<file path="src/rtl/wb_stage.sv">
// -----------------------------------------------------------------------------
// wb_stage -- write-back stage of the pipeline.
//
// Accepts one instruction per cycle from the MEM stage. For an instruction
// that is not a load, the register-bank write comes out in the next cycle.
// For a load, the stage waits for the returning memory data, extends it to
// 64 bits and then writes it. Every completed instruction increments
// retireCount, including writes to x31 (XZR), which are discarded.
//
// Handshake: memValid/memReady follow valid/ready rules. A transfer happens
// on a rising clock edge where memValid && memReady are both 1. memValid does
// not depend on memReady. memReady is 0 while a load waits for data and
// while rst is high.
//
// Ports
//   clk            in   clock; all state changes on the rising edge
//   rst            in   synchronous active-high reset
//   memValid       in   MEM stage presents an instruction
//   memReady       out  stage can accept an instruction this cycle
//   memToReg       in   instruction is a load
//   regWriteIn     in   instruction writes a destination register
//   rdIn[4:0]      in   destination register index
//   aluResult[63:0] in  result for instructions that are not loads
//   loadSize[1:0]  in   00 byte, 01 half, 10 word, 11 doubleword
//   loadSigned     in   1 = sign-extend, 0 = zero-extend
//   memRdata[63:0] in   load return data, LSB-aligned
//   memRdataValid  in   memRdata valid this cycle
//   regWrite       out  register-bank write enable (one cycle per instr)
//   writeReg[4:0]  out  register-bank write index
//   writeData[63:0] out register-bank write data
//   retireCount[31:0] out count of completed instructions (wraps)
//   o_dbg_state[1:0] out current FSM state (debug)
// -----------------------------------------------------------------------------
module wb_stage (
    input  logic        clk,
    input  logic        rst,
    input  logic        memValid,
    output logic        memReady,
    input  logic        memToReg,
    input  logic        regWriteIn,
    input  logic [4:0]  rdIn,
    input  logic [63:0] aluResult,
    input  logic [1:0]  loadSize,
    input  logic        loadSigned,
    input  logic [63:0] memRdata,
    input  logic        memRdataValid,
    output logic        regWrite,
    output logic [4:0]  writeReg,
    output logic [63:0] writeData,
    output logic [31:0] retireCount,
    output logic [1:0]  o_dbg_state
);

    localparam logic [1:0] ST_IDLE  = 2'd0;
    localparam logic [1:0] ST_WRITE = 2'd1;
    localparam logic [1:0] ST_WAIT  = 2'd2;

    logic [1:0]  r_state;
    logic        r_reg_write;
    logic [4:0]  r_write_reg;
    logic [63:0] r_write_data;
    logic [31:0] r_retire_count;

    // Fields of a load held while it waits for its data. For instructions
    // that are not loads, the result is captured directly into the output
    // registers at transfer time, so those registers also act as the
    // holding place for rd and aluResult.
    logic        r_hold_we;
    logic [4:0]  r_hold_rd;
    logic [1:0]  r_hold_size;
    logic        r_hold_signed;

    logic        w_xfer;
    logic        w_in_we;
    logic [63:0] w_load_data;

    assign memReady = !rst && (r_state != ST_WAIT);
    assign w_xfer   = memValid && memReady;

    // A write to x31 is still completed and counted, but the enable is
    // dropped so that the register bank never sees it.
    assign w_in_we  = regWriteIn && (rdIn != 5'd31);

    always_comb begin
        w_load_data = memRdata;
        case (r_hold_size)
            2'b00:   w_load_data = {{56{r_hold_signed & memRdata[7]}},  memRdata[7:0]};
            2'b01:   w_load_data = {{48{r_hold_signed & memRdata[15]}}, memRdata[15:0]};
            2'b10:   w_load_data = {{32{r_hold_signed & memRdata[31]}}, memRdata[31:0]};
            default: w_load_data = memRdata;
        endcase
    end

    always_ff @(posedge clk) begin
        if (rst) begin
            r_state        <= ST_IDLE;
            r_reg_write    <= 1'b0;
            r_write_reg    <= 5'd0;
            r_write_data   <= 64'd0;
            r_retire_count <= 32'd0;
            r_hold_we      <= 1'b0;
            r_hold_rd      <= 5'd0;
            r_hold_size    <= 2'd0;
            r_hold_signed  <= 1'b0;
        end else begin
            case (r_state)
                ST_IDLE, ST_WRITE: begin
                    r_reg_write <= 1'b0;
                    if (w_xfer) begin
                        if (memToReg) begin
                            r_state       <= ST_WAIT;
                            r_hold_we     <= w_in_we;
                            r_hold_rd     <= rdIn;
                            r_hold_size   <= loadSize;
                            r_hold_signed <= loadSigned;
                        end else begin
                            // The output registers are loaded here so that
                            // the write is visible in the very next cycle.
                            r_state        <= ST_WRITE;
                            r_reg_write    <= w_in_we;
                            r_write_reg    <= rdIn;
                            r_write_data   <= aluResult;
                            r_retire_count <= r_retire_count + 32'd1;
                        end
                    end else begin
                        r_state <= ST_IDLE;
                    end
                end
                ST_WAIT: begin
                    r_reg_write <= 1'b0;
                    if (memRdataValid) begin
                        r_state        <= ST_WRITE;
                        r_reg_write    <= r_hold_we;
                        r_write_reg    <= r_hold_rd;
                        r_write_data   <= w_load_data;
                        r_retire_count <= r_retire_count + 32'd1;
                    end
                end
                default: begin
                    r_state     <= ST_IDLE;
                    r_reg_write <= 1'b0;
                end
            endcase
        end
    end

    assign regWrite    = r_reg_write;
    assign writeReg    = r_write_reg;
    assign writeData   = r_write_data;
    assign retireCount = r_retire_count;
    assign o_dbg_state = r_state;

endmodule
</file>
<file path="config.mk">
export PLATFORM = sky130hd
export DESIGN_NAME = wb_stage
export DESIGN_NICKNAME = d
export VERILOG_FILES = /design/src/rtl/wb_stage.sv
export SDC_FILE = /design/constraint.sdc
export NUM_CORES = 1
export LEC_CHECK = 0
export ABC_CLOCK_PERIOD_IN_PS = 2500
export BUFFER_PORTS_ARGS = -buffer_cell sky130_fd_sc_hd__buf_2
export CORE_MARGIN = 2
export CORE_UTILIZATION = 51
export DETAILED_ROUTE_END_ITERATION = 6
export PLACE_DENSITY_LB_ADDON = 0.15
export SETUP_SLACK_MARGIN = 0.3
export SYNTH_ARGS = -nofsm -noshare
export SYNTH_HDL_FRONTEND = slang
export SYNTH_SLANG_ARGS = --single-unit
export TNS_END_PERCENT = 1
</file>
<file path="constraint.sdc">
create_clock -name clk -period 2.5 [get_ports clk]
set_input_delay 0.25 -clock clk [delete_from_list [all_inputs] [get_ports clk]]
set_output_delay 0.25 -clock clk [all_outputs]
set_load 0.01 [all_outputs]
</file>
==> metrics.txt <==
status complete, no violations; Worst setup EP type primary output; worst slew pin tran 1.099 ns; WL final approximately 17 mm; mux cell area share after synthesis 0.004096; synth warn 0; XOR/XNOR Fraction of Synth Area 0.03186; crit share post-route 0.8668; IO buf count approximately 250; Sink Count 113; Slew HR 0.2674; Final setup viols 0; multi-input logic area between 2000 and 3000 um2; DRC violations left 0; Max H-tree Level 4; Mapped Nets between 800 and 900; crit path max-delay cell type dfxtp_1; cells along the critical path nor2b_4, buf_12, nor2_1, buf_2; proportion of layout cells with a drive suffix above 1 0.3626; Post-synth top flop dfxtp_1; Filler cells 818; Post-Syn Instances around 660; Fmax between 400 and 500 MHz; unrepaired setup endpoints after global routing yes; Post-Syn Area about 5500 um2; Die X-Extent around 110 um; clock buffer depth 2; Hold Crit Class input port to register; most frequent cells in the layout buf_2 (245), nand2_1 (139), dfxtp_1 (113); Vias slightly below 6k; buffers plus inverters on the worst setup path 2; largest net degree at the start of global routing roughly 110; sequential cell area ~2300 um2; critical path arrival ~1.9 ns; Final ANT Viol Nets 0; critical path peak fanout 78; pwr dens around 660 nW/um2; Leak Pwr roughly 3.3 nW; post-route setup TNS 0 ns; critical path startpoint category register; global-route wire length before repair around 26 mm; Yosys reg bits between 100 and 150; Setup CP Type register to primary output; Starting Density 0.5278; Final Slew Violations 0; Mapped Avg Cell Area approximately 8.3 um2; Post-Synth Adder-Cell Area 0.002276; gpl congestion approximately 0.84; simple-gate share of the synthesized area 0.2656; vias in the first global route 5506; Yosys cell types 48; vias per cell about 5.6; DP Wirelength 11.65 mm; Ports between 200 and 250; Clk Tree Root Cell clkbuf_8; minimum clock period after layout 2.167 ns; Worst Skew 0.004814 ns; DR iter-0 viols around 350; CTS tree yes; most common cell after layout, fill and taps aside buf_2; core area 10420 um2; Total Power about 5.0 mW; post-synthesis compound-gate area fraction 0.2278; GRT Util Overall 0.2869; Max Cap Violations 0; Die Height ~110 um; ANT cells 0; final hold violations 0; CP top delay family buffers and inverters; FP Rows 37; Reg clk slew, reported paths approximately 0.06 ns; clock latency on the worst-skew pair around 0.53 ns; Async SR Flop Fraction 0; full die area around 12000 um2; largest family of logic cells by synthesized area simple AND/OR/NAND/NOR gates; Post-synth EDFFs 0; Total Nets Final approximately 1.1k; Critical Path RT about 2.3 ns; Area growth, synth to finish 39.85%; initial antenna violation count 0; cts bufs inserted 17; GR Overflow Total 0; maximum VDD drop around 0.38 mV; sequential-to-total area share from yosys stat 0.4115; drt wl/cell between 15 and 20 um; First-pass DRT Iterations 5; delay of the slowest critical-path stage about 0.50 ns
==> final timing paths <==
check / start / to / slack, ns / cells after the start
worst min register to register: writeData[27] / writeData[27] / 0.45 / 2
worst max-delay path: o_dbg_state[1] / memReady / 0.33 / 4
worst min-delay path: rst / writeData[0] / 0.02 / 2
worst max register to register: o_dbg_state[1] / retireCount[25] / 0.38 / 6
==> layer usage <==
layer | GRT usage | share of wire | wire [um] | up-vias
met2 | 0.4933 | 0.50 | 8681 | 284
met4 | 0.1062 | 0.025 | 441 | 0
met1 | 0.3372 | 0.40 | 6968 | 2734
li1 | - | - | - | 2871
met3 | 0.08414 | 0.078 | 1361 | 39
met5 | 0 | 0 | 0 | -
==> cells in the mapped netlist (2+ instances only) <==
| library cell | n | area share |
|---|---|---|
| buf_6 | 5 | 0.010 |
| o221ai_1 | 12 | 0.019 |
| inv_1 | 4 | 0.0027 |
| a311oi_1 | 21 | 0.033 |
| clkbuf_1 | 31 | 0.021 |
| nand2b_1 | 2 | 0.0023 |
| xor2_1 | 3 | 0.0048 |
| and4_1 | 6 | 0.0096 |
| and3_1 | 35 | 0.040 |
| nor2b_1 | 5 | 0.0057 |
| nor4_2 | 3 | 0.0068 |
| xnor2_1 | 17 | 0.027 |
| buf_1 | 2 | 0.0014 |
| o211ai_1 | 16 | 0.022 |
| nor2_1 | 57 | 0.039 |
| o21ai_0 | 18 | 0.016 |
| buf_2 | 19 | 0.017 |
| dfxtp_1 | 113 | 0.41 |
| nand4b_1 | 5 | 0.0080 |
| nor3_2 | 8 | 0.015 |
| o221ai_2 | 20 | 0.055 |
| o2111ai_1 | 2 | 0.0032 |
| nand2_1 | 139 | 0.095 |
| nand3_1 | 13 | 0.012 |
| or3_1 | 6 | 0.0068 |
| buf_4 | 3 | 0.0041 |
| a21oi_1 | 77 | 0.070 |
==> flip-flops by register name, summed over array words and instances (netlist names) <==
register	flops
r_hold_rd	5
writeData	64
writeReg	5
retireCount	32
regWrite	1
r_hold_size	2
r_hold_we	1
r_hold_signed	1
o_dbg_state	2
==> layout make-up <==
| cell class | count | share of cell area |
|---|---|---|
| clock buffer | 18 | 0.05565 |
| clock inverter | 14 | 0.02766 |
| inverter | 4 | 0.001953 |
| multi-input combinational | 486 | 0.3839 |
| sequential | 113 | 0.2942 |
| tap | 136 | 0.02213 |
| timing repair buffer | 286 | 0.2145 |
==> kinds of logic after synthesis <==
kind of cell	after synthesis
XOR/XNOR	20
buffers and inverters	64
multiplexers	2
AND/OR/NAND/NOR	292
adder cells (fa/ha/maj)	1
flip-flops	113
AO/OA/AOI/OAI	171
==> per-stage QoR <==
| stage | setup WS, ns | hold WS (ns) | instances | area (um2) | util |
|---|---|---|---|---|---|
| after floorplan | 0.8258 | 0.3860 | 663 | 5498 | - |
| after global placement | 0.4999 | 0.4395 | 999 | 6769 | 0.6499 |
| after detailed placement | 0.3537 | 0.4444 | 999 | 6769 | 0.6499 |
| after CTS | 0.2756 | 0.002732 | 1057 | 7682 | 0.7375 |
| after global routing | 0.2292 | 0.007447 | 1057 | 7689 | 0.7381 |
| final | 0.3330 | 0.02348 | 1057 | 7689 | 0.7381 |
==> power by group <==
group,internal [mW],switching (mW),leakage (nW)
clock,1.74,0.867,0.303
combinational,0.239,0.292,2.10
sequential,1.87,0.0382,0.917
==> timing repair <==
| item | CTS | global route |
|---|---|---|
| pin swaps | 0 | 0 |
| hold buffers | 26 | 0 |
| endpoints found under the hold margin | 16 | 0 |
| resized for setup | 3 | 1 |
| endpoints found under the setup margin | 2 | 12 |
| buffers inserted | 0 | 0 |
(Power assumes the default switching activity.)
